<file path="src/rtl/mem_arbiter_pkg.sv">
`default_nettype none
// ============================================================================
// Module   : mem_arbiter_pkg
// Purpose  : Shared definitions for the memory arbiter. This package holds
//            the FSM state encoding, the access-size codes, the exception
//            cause codes, the owner identifiers and the byte-enable mask
//            helper.
// Ports    : none (package)
// Revision : 1.0  initial release
// ============================================================================
package mem_arbiter_pkg;

    // Arbiter control states
    typedef enum logic [1:0] {
        ST_IDLE   = 2'd0,
        ST_ACCESS = 2'd1,
        ST_RESP   = 2'd2
    } arb_state_t;

    // Access size codes carried on ls_size
    localparam logic [1:0] SIZE_B = 2'b00;
    localparam logic [1:0] SIZE_H = 2'b01;
    localparam logic [1:0] SIZE_W = 2'b10;

    // Exception cause codes reported with err
    localparam logic [3:0] CAUSE_IADDR_MISALIGN = 4'd0;
    localparam logic [3:0] CAUSE_LS_MISALIGN    = 4'd2;
    localparam logic [3:0] CAUSE_BUS_TIMEOUT    = 4'd5;

    // Transaction owner / last-grant identifiers
    localparam logic OWNER_IF = 1'b0;
    localparam logic OWNER_LS = 1'b1;

    // Unshifted byte-enable mask for an access of the given size.
    // Unknown size codes behave as a full word.
    function automatic logic [3:0] size_be_mask(input logic [1:0] size);
        logic [3:0] mask;
        case (size)
            SIZE_B:  mask = 4'b0001;
            SIZE_H:  mask = 4'b0011;
            default: mask = 4'b1111;
        endcase
        return mask;
    endfunction

endpackage
`default_nettype wire

</file>
<file path="src/rtl/mem_lane_align.sv">
`default_nettype none
// ============================================================================
// Module   : mem_lane_align
// Purpose  : Purely combinational lane steering for one memory access.
//            It produces the byte enables and the replicated write data,
//            and it flags accesses that are not naturally aligned.
// Ports    : addr_lo    in  2   low address bits of the access
//            size       in  2   SIZE_B / SIZE_H / SIZE_W
//            wdata_in   in  32  right-aligned store data
//            be         out 4   byte enables (valid when aligned)
//            wdata_out  out 32  lane-replicated store data
//            misaligned out 1   access violates natural alignment
// Revision : 1.0  initial release
// ============================================================================
module mem_lane_align
    import mem_arbiter_pkg::*;
(
    input  logic [1:0]  addr_lo,
    input  logic [1:0]  size,
    input  logic [31:0] wdata_in,
    output logic [3:0]  be,
    output logic [31:0] wdata_out,
    output logic        misaligned
);

    always_comb begin
        be         = 4'b1111;
        wdata_out  = wdata_in;
        misaligned = 1'b0;
        case (size)
            SIZE_B: begin
                be        = size_be_mask(SIZE_B) << addr_lo;
                wdata_out = {4{wdata_in[7:0]}};
            end
            SIZE_H: begin
                be         = size_be_mask(SIZE_H) << addr_lo;
                wdata_out  = {2{wdata_in[15:0]}};
                misaligned = addr_lo[0];
            end
            default: begin
                // Word (and any unknown code) must sit on a word boundary
                misaligned = (addr_lo != 2'b00);
            end
        endcase
    end

endmodule
`default_nettype wire

</file>
<file path="src/rtl/mem_arbiter.sv">
`default_nettype none
// ============================================================================
// Module   : mem_arbiter
// Purpose  : This block arbitrates between the instruction-fetch (IF) and
//            load/store (LS) requesters for a single memory port. Only one
//            transaction is in flight at a time. Ties are broken
//            round-robin. Misaligned accesses are rejected without touching
//            memory. Accesses that receive no mem_ready within TIMEOUT
//            cycles end in a bus-timeout error.
// Params   : TIMEOUT  max ACCESS cycles without mem_ready (>= 1)
// Ports    : clk, rst_n                      clock, async active-low reset
//            if_req, if_addr                 IF request (always word read)
//            ls_req, ls_addr, ls_we,
//            ls_size, ls_wdata               LS request
//            if_ack/err/cause, ls_ack/err/cause  one-cycle completion
//            rdata                           last captured read word
//            mem_req, mem_addr, mem_we,
//            mem_be, mem_wdata               memory request
//            mem_ready, mem_rdata            memory completion
// Revision : 1.0  initial release
// ============================================================================
module mem_arbiter
    import mem_arbiter_pkg::*;
#(
    parameter int unsigned TIMEOUT = 255
) (
    input  logic        clk,
    input  logic        rst_n,
    input  logic        if_req,
    input  logic [31:0] if_addr,
    input  logic        ls_req,
    input  logic [31:0] ls_addr,
    input  logic        ls_we,
    input  logic [1:0]  ls_size,
    input  logic [31:0] ls_wdata,
    output logic        if_ack,
    output logic        if_err,
    output logic [3:0]  if_cause,
    output logic        ls_ack,
    output logic        ls_err,
    output logic [3:0]  ls_cause,
    output logic [31:0] rdata,
    output logic        mem_req,
    output logic [31:0] mem_addr,
    output logic        mem_we,
    output logic [3:0]  mem_be,
    output logic [31:0] mem_wdata,
    input  logic        mem_ready,
    input  logic [31:0] mem_rdata
);

    // The wait counter only has to reach TIMEOUT-1
    localparam int CNT_W = (TIMEOUT > 1) ? $clog2(TIMEOUT) : 1;
    localparam logic [CNT_W-1:0] c_wait_last = CNT_W'(TIMEOUT - 1);

    arb_state_t       r_state;
    arb_state_t       w_state_nxt;
    logic             r_owner;
    logic             r_last;
    logic             r_err_pend;
    logic [3:0]       r_cause_pend;
    logic [CNT_W-1:0] r_wait_cnt;

    logic             w_any_req;
    logic             w_pick_ls;
    logic [31:0]      w_sel_addr;
    logic [1:0]       w_sel_size;
    logic [31:0]      w_sel_wdata;
    logic             w_sel_we;
    logic [3:0]       w_lane_be;
    logic [31:0]      w_lane_wdata;
    logic             w_misaligned;

    logic             w_grant;
    logic             w_capture;
    logic             w_expire;
    logic             w_wait;
    logic             w_respond;

    // ------------------------------------------------------------------
    // Request selection: LS wins when it is alone, or when both requesters
    // are asking and IF was served last.
    // ------------------------------------------------------------------
    assign w_any_req   = if_req | ls_req;
    assign w_pick_ls   = ls_req & (~if_req | (r_last == OWNER_IF));
    assign w_sel_addr  = w_pick_ls ? ls_addr  : if_addr;
    assign w_sel_size  = w_pick_ls ? ls_size  : SIZE_W;
    assign w_sel_wdata = w_pick_ls ? ls_wdata : 32'd0;
    assign w_sel_we    = w_pick_ls & ls_we;

    mem_lane_align u_lane_align (
        .addr_lo    (w_sel_addr[1:0]),
        .size       (w_sel_size),
        .wdata_in   (w_sel_wdata),
        .be         (w_lane_be),
        .wdata_out  (w_lane_wdata),
        .misaligned (w_misaligned)
    );

    // ------------------------------------------------------------------
    // FSM state register
    // ------------------------------------------------------------------
    always_ff @(posedge clk or negedge rst_n) begin
        if (!rst_n) begin
            r_state <= ST_IDLE;
        end else begin
            r_state <= w_state_nxt;
        end
    end

    // ------------------------------------------------------------------
    // Next-state and datapath strobes
    // ------------------------------------------------------------------
    always_comb begin
        w_state_nxt = r_state;
        w_grant     = 1'b0;
        w_capture   = 1'b0;
        w_expire    = 1'b0;
        w_wait      = 1'b0;
        w_respond   = 1'b0;
        case (r_state)
            ST_IDLE: begin
                if (w_any_req) begin
                    w_grant     = 1'b1;
                    w_state_nxt = w_misaligned ? ST_RESP : ST_ACCESS;
                end
            end
            ST_ACCESS: begin
                // mem_ready takes priority over a simultaneous timeout
                if (mem_ready) begin
                    w_capture   = 1'b1;
                    w_state_nxt = ST_RESP;
                end else if (r_wait_cnt == c_wait_last) begin
                    w_expire    = 1'b1;
                    w_state_nxt = ST_RESP;
                end else begin
                    w_wait = 1'b1;
                end
            end
            ST_RESP: begin
                w_respond   = 1'b1;
                w_state_nxt = ST_IDLE;
            end
            default: begin
                w_state_nxt = ST_IDLE;
            end
        endcase
    end

    // ------------------------------------------------------------------
    // Datapath: grant latching, memory request, read capture, response.
    // The ack/err/cause outputs are registered out of RESP. They are
    // therefore visible during the IDLE cycle that follows RESP.
    // ------------------------------------------------------------------
    always_ff @(posedge clk or negedge rst_n) begin
        if (!rst_n) begin
            r_owner      <= OWNER_IF;
            r_last       <= OWNER_LS;
            r_err_pend   <= 1'b0;
            r_cause_pend <= 4'd0;
            r_wait_cnt   <= '0;
            if_ack       <= 1'b0;
            if_err       <= 1'b0;
            if_cause     <= 4'd0;
            ls_ack       <= 1'b0;
            ls_err       <= 1'b0;
            ls_cause     <= 4'd0;
            rdata        <= 32'd0;
            mem_req      <= 1'b0;
            mem_addr     <= 32'd0;
            mem_we       <= 1'b0;
            mem_be       <= 4'd0;
            mem_wdata    <= 32'd0;
        end else begin
            if_ack   <= 1'b0;
            if_err   <= 1'b0;
            if_cause <= 4'd0;
            ls_ack   <= 1'b0;
            ls_err   <= 1'b0;
            ls_cause <= 4'd0;

            if (w_grant) begin
                r_owner    <= w_pick_ls;
                r_wait_cnt <= '0;
                if (w_misaligned) begin
                    r_err_pend   <= 1'b1;
                    r_cause_pend <= w_pick_ls ? CAUSE_LS_MISALIGN : CAUSE_IADDR_MISALIGN;
                end else begin
                    r_err_pend   <= 1'b0;
                    r_cause_pend <= 4'd0;
                    mem_req      <= 1'b1;
                    mem_addr     <= {w_sel_addr[31:2], 2'b00};
                    mem_we       <= w_sel_we;
                    mem_be       <= w_lane_be;
                    mem_wdata    <= w_lane_wdata;
                end
            end

            if (w_wait) begin
                r_wait_cnt <= r_wait_cnt + CNT_W'(1);
            end

            if (w_capture) begin
                rdata   <= mem_rdata;
                mem_req <= 1'b0;
            end

            if (w_expire) begin
                mem_req      <= 1'b0;
                r_err_pend   <= 1'b1;
                r_cause_pend <= CAUSE_BUS_TIMEOUT;
            end

            if (w_respond) begin
                r_last <= r_owner;
                if (r_owner == OWNER_LS) begin
                    ls_ack   <= 1'b1;
                    ls_err   <= r_err_pend;
                    ls_cause <= r_cause_pend;
                end else begin
                    if_ack   <= 1'b1;
                    if_err   <= r_err_pend;
                    if_cause <= r_cause_pend;
                end
            end
        end
    end

endmodule
`default_nettype wire

</file>
<file path="config.mk">
export PLATFORM = sky130hd
export DESIGN_NAME = mem_arbiter
export DESIGN_NICKNAME = d
export VERILOG_FILES = /design/src/rtl/mem_arbiter_pkg.sv /design/src/rtl/mem_lane_align.sv /design/src/rtl/mem_arbiter.sv
export SDC_FILE = /design/constraint.sdc
export NUM_CORES = 1
export LEC_CHECK = 0
export BUFFER_PORTS_ARGS = -buffer_cell sky130_fd_sc_hd__buf_2
export CORE_MARGIN = 3
export CORE_UTILIZATION = 51
export CTS_CLUSTER_SIZE = 14
export DETAILED_ROUTE_END_ITERATION = 16
export GPL_TIMING_DRIVEN = 0
export PLACE_DENSITY = 0.82
export SLEW_MARGIN = 20
export SYNTH_ARGS = -nofsm -noshare
export SYNTH_HDL_FRONTEND = slang
export SYNTH_SLANG_ARGS = --single-unit
export TNS_END_PERCENT = 5
</file>
<file path="constraint.sdc">
create_clock -name clk -period 6.25 [get_ports clk]
set_clock_uncertainty 0.15 [all_clocks]
set_input_delay 1.25 -clock clk [delete_from_list [all_inputs] [get_ports clk]]
set_output_delay 1.25 -clock clk [all_outputs]
set_load 0.02 [all_outputs]
</file>
* Word level (Yosys, flattened, before mapping)
Index checks and enable logic that the tools add are counted.
Operators by class: add/subtract/negate cells 1, equality and inequality tests 7, shift operators 2, multiplexer cells 47, bitwise gates (word level) 7, reduce and logical (&&, ||, !) cells 9
Operators by type and width (number):
- 32-bit 2-to-1 mux | 2
- 32-bit case mux with 2 select lines | 1
- 1-bit 2-to-1 mux | 26
- 4-bit 2-to-1 mux | 6
- 8-bit 2-to-1 mux | 2
- 2-bit 2-to-1 mux | 7
- 8-bit by 1-bit adder with 8-bit output (second input constant) | 1
- 8-bit equality test (second input constant) | 1
- 4-bit case mux with 2 select lines | 1
- 2-bit AND reduction | 3
- 2-bit nonzero test | 3
- 2-bit by 1-bit equality test with 1-bit output (second input constant) | 2
- 2-bit logical NOT | 2
- 2-bit case mux with 2 select lines | 1
- 1-bit by 2-bit << shifter with 4-bit output (first input constant) | 1
- 2-bit by 2-bit << shifter with 4-bit output (first input constant) | 1
- 3-bit by 1-bit inequality test with 1-bit output (second input constant) | 1
- 3-bit inequality test (second input constant) | 1
- 1-bit inverter | 3
- 3-bit nonzero test | 1
- 1-bit AND | 2
- 2-bit equality test (second input constant) | 1
- 2-bit inequality test (second input constant) | 1
- 1-bit bitwise OR | 2
- 1-bit case mux with 2 select lines | 1
Storage, ports and cells: bits in registers 129, input bits 136, output and inout port bits 114, logic and storage cells 91

* Depth between registers and ports, before layout
depth in word-level cells 10, mapped depth 6, gate-level depth less buffers 6

* Modules after synthesis
A second synthesis with hierarchy kept.
Second synthesis, totals: cells, all modules 481, area total of the unflattened synthesis 5720.5 um^2
Modules (own cells, without submodules):
- mem_arbiter | instances 1, cells each 417, area each 5241.3 um^2, sequential area each 3079.2 um^2
- mem_lane_align | instances 1, cells each 64, area each 479.2 um^2, sequential area each 0.0 um^2

* Worst setup path before layout
No wires, ideal clock.
path type input -> register, start point input ls_req, end point register mem_addr[10], library setup time 0.127 ns, arrival time 2.665 ns, required time 5.973 ns, path slack 3.307 ns, stages on the path 6, buffers on the path 2, cell sequence a21boi_2 > or3_1 > buf_2 > o22ai_4 > buf_6 > mux2_1
On the way: word-level cells in the longest chain between the ends 6, elaborated cells on any way between the ends 12, classes of those cells eq/ne: 1; mux: 5; bitwise: 3; reduce/logical: 3
RTL lines:
- from (decl) | RTL line mem_arbiter.sv:31 | input logic ls_req,
- 1-bit AND | RTL line mem_arbiter.sv:85 | assign w_pick_ls = ls_req & (~if_req | (r_last == OWNER_IF));
- 2-bit 2-to-1 mux or 32-bit 2-to-1 mux (tied branches) | RTL line mem_arbiter.sv:87, mem_arbiter.sv:86
- 2-bit by 1-bit equality test with 1-bit output, or another cell as far along | RTL line mem_lane_align.sv:30 | case (size)
- 1-bit case mux with 2 select lines | RTL line mem_lane_align.sv:30
- 1-bit inverter (no source line)
- 2-bit AND reduction (no source line)
- to (signal assigned) | RTL line mem_arbiter.sv:192 | mem_addr <= {w_sel_addr[31:2], 2'b00};
- to (decl) | RTL line mem_arbiter.sv:44 | output logic [31:0] mem_addr,
Several ways; a longest one is shown, not always the timed one. A chain may end at the register's enable or synchronous reset.

* Final worst setup path
start point input if_req, end point register mem_wdata[23]
On the way: word-level cells in the longest chain between the ends 8, elaborated cells on any way between the ends 16, classes of those cells eq/ne: 1; mux: 7; bitwise: 5; reduce/logical: 3
RTL lines:
- from (decl) | RTL line mem_arbiter.sv:29 | input logic if_req,
- 1-bit inverter | RTL line mem_arbiter.sv:85
- 1-bit bitwise OR | RTL line mem_arbiter.sv:85
- 1-bit AND | RTL line mem_arbiter.sv:85
- 2-bit 2-to-1 mux or 32-bit 2-to-1 mux (tied branches) | RTL line mem_arbiter.sv:87, mem_arbiter.sv:86
- 2-bit by 1-bit equality test with 1-bit output, or another cell as far along | RTL line mem_lane_align.sv:30
- 1-bit case mux with 2 select lines | RTL line mem_lane_align.sv:30
- 1-bit inverter (no source line)
- 2-bit AND reduction (no source line)
- to (signal assigned) | RTL line mem_arbiter.sv:195 | mem_wdata <= w_lane_wdata;
- to (decl) | RTL line mem_arbiter.sv:47 | output logic [31:0] mem_wdata,
Several ways; a longest one is shown, not always the timed one.

==> run_results.csv <==
group,metric,value,unit
cts,htreeDepth,4,
cts,clk_pin_slew,0.06,ns
logic_synthesis,ys_seq_elements,123,
grt,grt.met3_usage,0.06823,
critical_path,crit_path_end_kind,"flip-flop",
critical_path,cpPeakStageDelay,0.45,ns
floorplanning,fp.coreArea,10560,um^2
logic_synthesis,synthDistinctLibCells,44,
run_status,status,"finished, final reports clean",
routing,routed-via-count,4831,
timing,fin_crit_sh,0.4563,
timing,setup_violations,0,
pwr,ir_drop,0.2956,mV
timing,finalMaxSlewViolations,0,
cts,clk_latency,0.53,ns
grt,grt_pass1_vias,4979,
cts,cts_sinks,123,
critical_path,r2r_setup_slack,3.84,ns
job,cap_violations,0,
critical_path,path_class,"primary input to flip-flop",
routing,drt-vias-per-instance,5.274,
logic_synthesis,synth-compound-area-share,0.07227,
routing,wl_per_cell,17.18,um
cts,cts-resized-gates,0,
floorplanning,chipWidth,111.2,um
timing,fin_setup_tns,0,ns
floorplanning,io-pin-count,250,
logic_synthesis,yosysTopAreaCellShare,0.5409,
timing,hold_viol_final,0,
cts,hold_buffers,0,
finish,num-nets-final,905,
floorplanning,num_rows,37,
critical_path,r2r_end,"mem_wdata[23]",
cts,cts_setup_buffers,0,
logic_synthesis,syn_inst,500,
critical_path,crit_arrival,3.10,ns
routing,drt-total-wl,15.73,mm
floorplanning,die_area,12370,um^2
logic_synthesis,yosys_warnings,0,
grt,grt_most_used_layer,"met2",
finish,area_delta_synth_final,36.33,%
timing,tightest_slew,0.6465,ns
logic_synthesis,synth_ff_type,"dfrtp_1",
routing,drtAntennaViolNets,0,
pwr,power,3.832,mW
timing,relSlewSlack,0.5645,
hold_path,min_to,"mem_addr[14]",
placement,place_hpwl,11.86,mm
critical_path,cp-start-kind,"primary input",
critical_path,critPathBufInv,2,
floorplanning,die_y,111.2,um
hold_path,hold_path_depth,1,
grt,grt_use_met1,0.2777,
hold_path,min_from,"mem_addr[14]",
logic_synthesis,yosysTopAreaCell,"dfrtp_1",
finish,drive_above_1_share,0.4390,
routing,drcViolationCount,0,
placement,portBuffers,244,
timing,rsz0062_at_grt,"false",
logic_synthesis,avgSynthCellArea,11.29,um^2
logic_synthesis,synth_area_leaders,"dfrtp_1 (54%), mux2_1 (9.6%), mux2_2 (9.4%), nand2_1 (7.0%), mux2i_1 (2.3%)",
routing,firstDrtPassIters,5,
timing,fin_crit,2.852,ns
grt,antenna_found_initial,1,
critical_path,crit_chain,"buf_2 > a21boi_2 > nand3_1 > o22ai_4 > buf_6 > mux2_1",
timing,fmax,0.3506,GHz
logic_synthesis,synth-async-reset-ratio,1.000,
logic_synthesis,synth_simple_gate_area_share,0.1186,
critical_path,required,6.50,ns
critical_path,critPathMaxFanout,10,
critical_path,reg2reg_depth,6,
critical_path,crit_slowest_cell,"o22ai_4",
critical_path,r2r_start,"r_last",
logic_synthesis,synth_edf_count,0,
grt,grt-ovfl-total,0,
floorplanning,start_util,0.5347,
cts,cts_buffer_depth,2,
logic_synthesis,ys_seq_area_frac,0.5456,
cts,cts_made_buffers,17,
cts,cts-root-buf,"clkbuf_8",
grt,grt_start_max_net_pins,84,
cts,cts_tree,"done",
grt,gr-usage-met2,0.4604,
grt,grtUsageTotal,0.2557,
logic_synthesis,synth_top_family_by_area,"multiplexers",
finish,final_common_cell,"buf_2",
pwr,leakage,4.145,nW
critical_path,critical-path-top-delay-family,"compound AO/OA/AOI/OAI gates",
routing,drt_iter0_drc,305,
finish,final_cell_mix,"buf_2 (245), dfrtp_1 (122), nand2_1 (106), mux2_1 (48), mux2_2 (47)",
logic_synthesis,syn_area,5644,um^2
critical_path,crit_start,"if_req",
logic_synthesis,synth_fa_ha_area_frac,0.004434,
pwr,powerDensity,498.0,nW/um^2
logic_synthesis,synth_xor_area_frac,0.001552,
hold_path,hold_path_class,"flip-flop to flip-flop",
placement,gp_congestion,0.9227,
logic_synthesis,muxShareOfSynthArea,0.2126,
grt,grt_pass1_wl,24.88,mm
==> sequential cells by signal (all words and copies together), names as in the netlist, 2 cells and up <==
| name | flops |
|---|---|
| rdata | 32 |
| r_state | 2 |
| r_wait_cnt | 8 |
| mem_be | 4 |
| if_cause | 2 |
| mem_addr | 30 |
| r_cause_pend | 2 |
| ls_cause | 2 |
| mem_wdata | 32 |
==> final cells by class <==
type / instances / area [um^2]
Fill cell: 758 / 2860
Clock inverter: 14 / 197.7
Tap cell: 136 / 170.2
Antenna cell: 1 / 2.502
Buffer: 32 / 182.7
Timing Repair Buffer: 245 / 1255
Multi-Input combinational cell: 330 / 2326
Inverter: 18 / 67.56
Clock buffer: 17 / 414.1
Sequential cell: 123 / 3079
==> worst register-to-register path, stage by stage (launching register included) <==
cell	delay [ns]
dfstp_2	0.55
a21boi_2	0.13
or3_1	0.32
buf_2	0.18
o22ai_4	0.38
buf_6	0.23
mux2_1	0.36
==> report_power, final <==
| part | total, mW | internal [mW] | switching [mW] |
|---|---|---|---|
| Clock | 1.01 | 0.646 | 0.365 |
| Combinational | 1.48 | 0.583 | 0.896 |
| Sequential | 1.34 | 1.15 | 0.189 |
==> logic make-up (layout without fill, tap and decap cells) <==
family | after synthesis | count (layout)
AO/OA/AOI/OAI | 59 | 59
XOR/XNOR | 1 | 1
adder cells (fa/ha/maj) | 2 | 2
buffers and inverters | 50 | 326
flip-flops | 123 | 123
multiplexers | 108 | 108
other | 1 | 5
AND/OR/NAND/NOR | 156 | 156
==> metal layers <==
metal	wire length [um]	up-vias
li1	-	2245
met5	0	-
met4	509	0
met1	5907	2341
met3	946	43
met2	8370	202
==> through the flow <==
step	std cells	area [um^2]	setup slack (ns)	hold slack (ns)	utilization
after floorplan	503	5655	3.307	0.2892	-
after global placement	883	7047	2.337	0.3121	0.6676
after detailed placement	884	7081	2.843	0.3205	0.6708
after CTS	915	7692	3.399	0.3352	0.7288
after global routing	916	7695	3.276	0.3487	0.7290
final	916	7695	3.398	0.3294	0.7290
==> cell usage after synthesis, types with 6 or more instances <==
cell type / count
and2_1: 7
dfrtp_1: 122
nand2_1: 106
mux2i_1: 13
nor2_1: 14
a21oi_1: 21
nand3_1: 8
o21ai_0: 12
buf_4: 6
mux2_2: 47
mux2_1: 48
a22o_1: 11
inv_1: 18
clkbuf_1: 17
==> how the worst max path moves through the flow <==
stage                    endpoint  slack (ns)  cells after the start
finish              mem_wdata[23]        3.40                      6
CTS                 mem_wdata[23]        3.40                      6
floorplan            mem_addr[10]        3.31                      6
detailed placement  mem_wdata[20]        2.84                      6
global route        mem_wdata[23]        3.28                      6
global placement        rdata[25]        2.34                      1
Note: power is estimated with default switching activity, not from simulation.
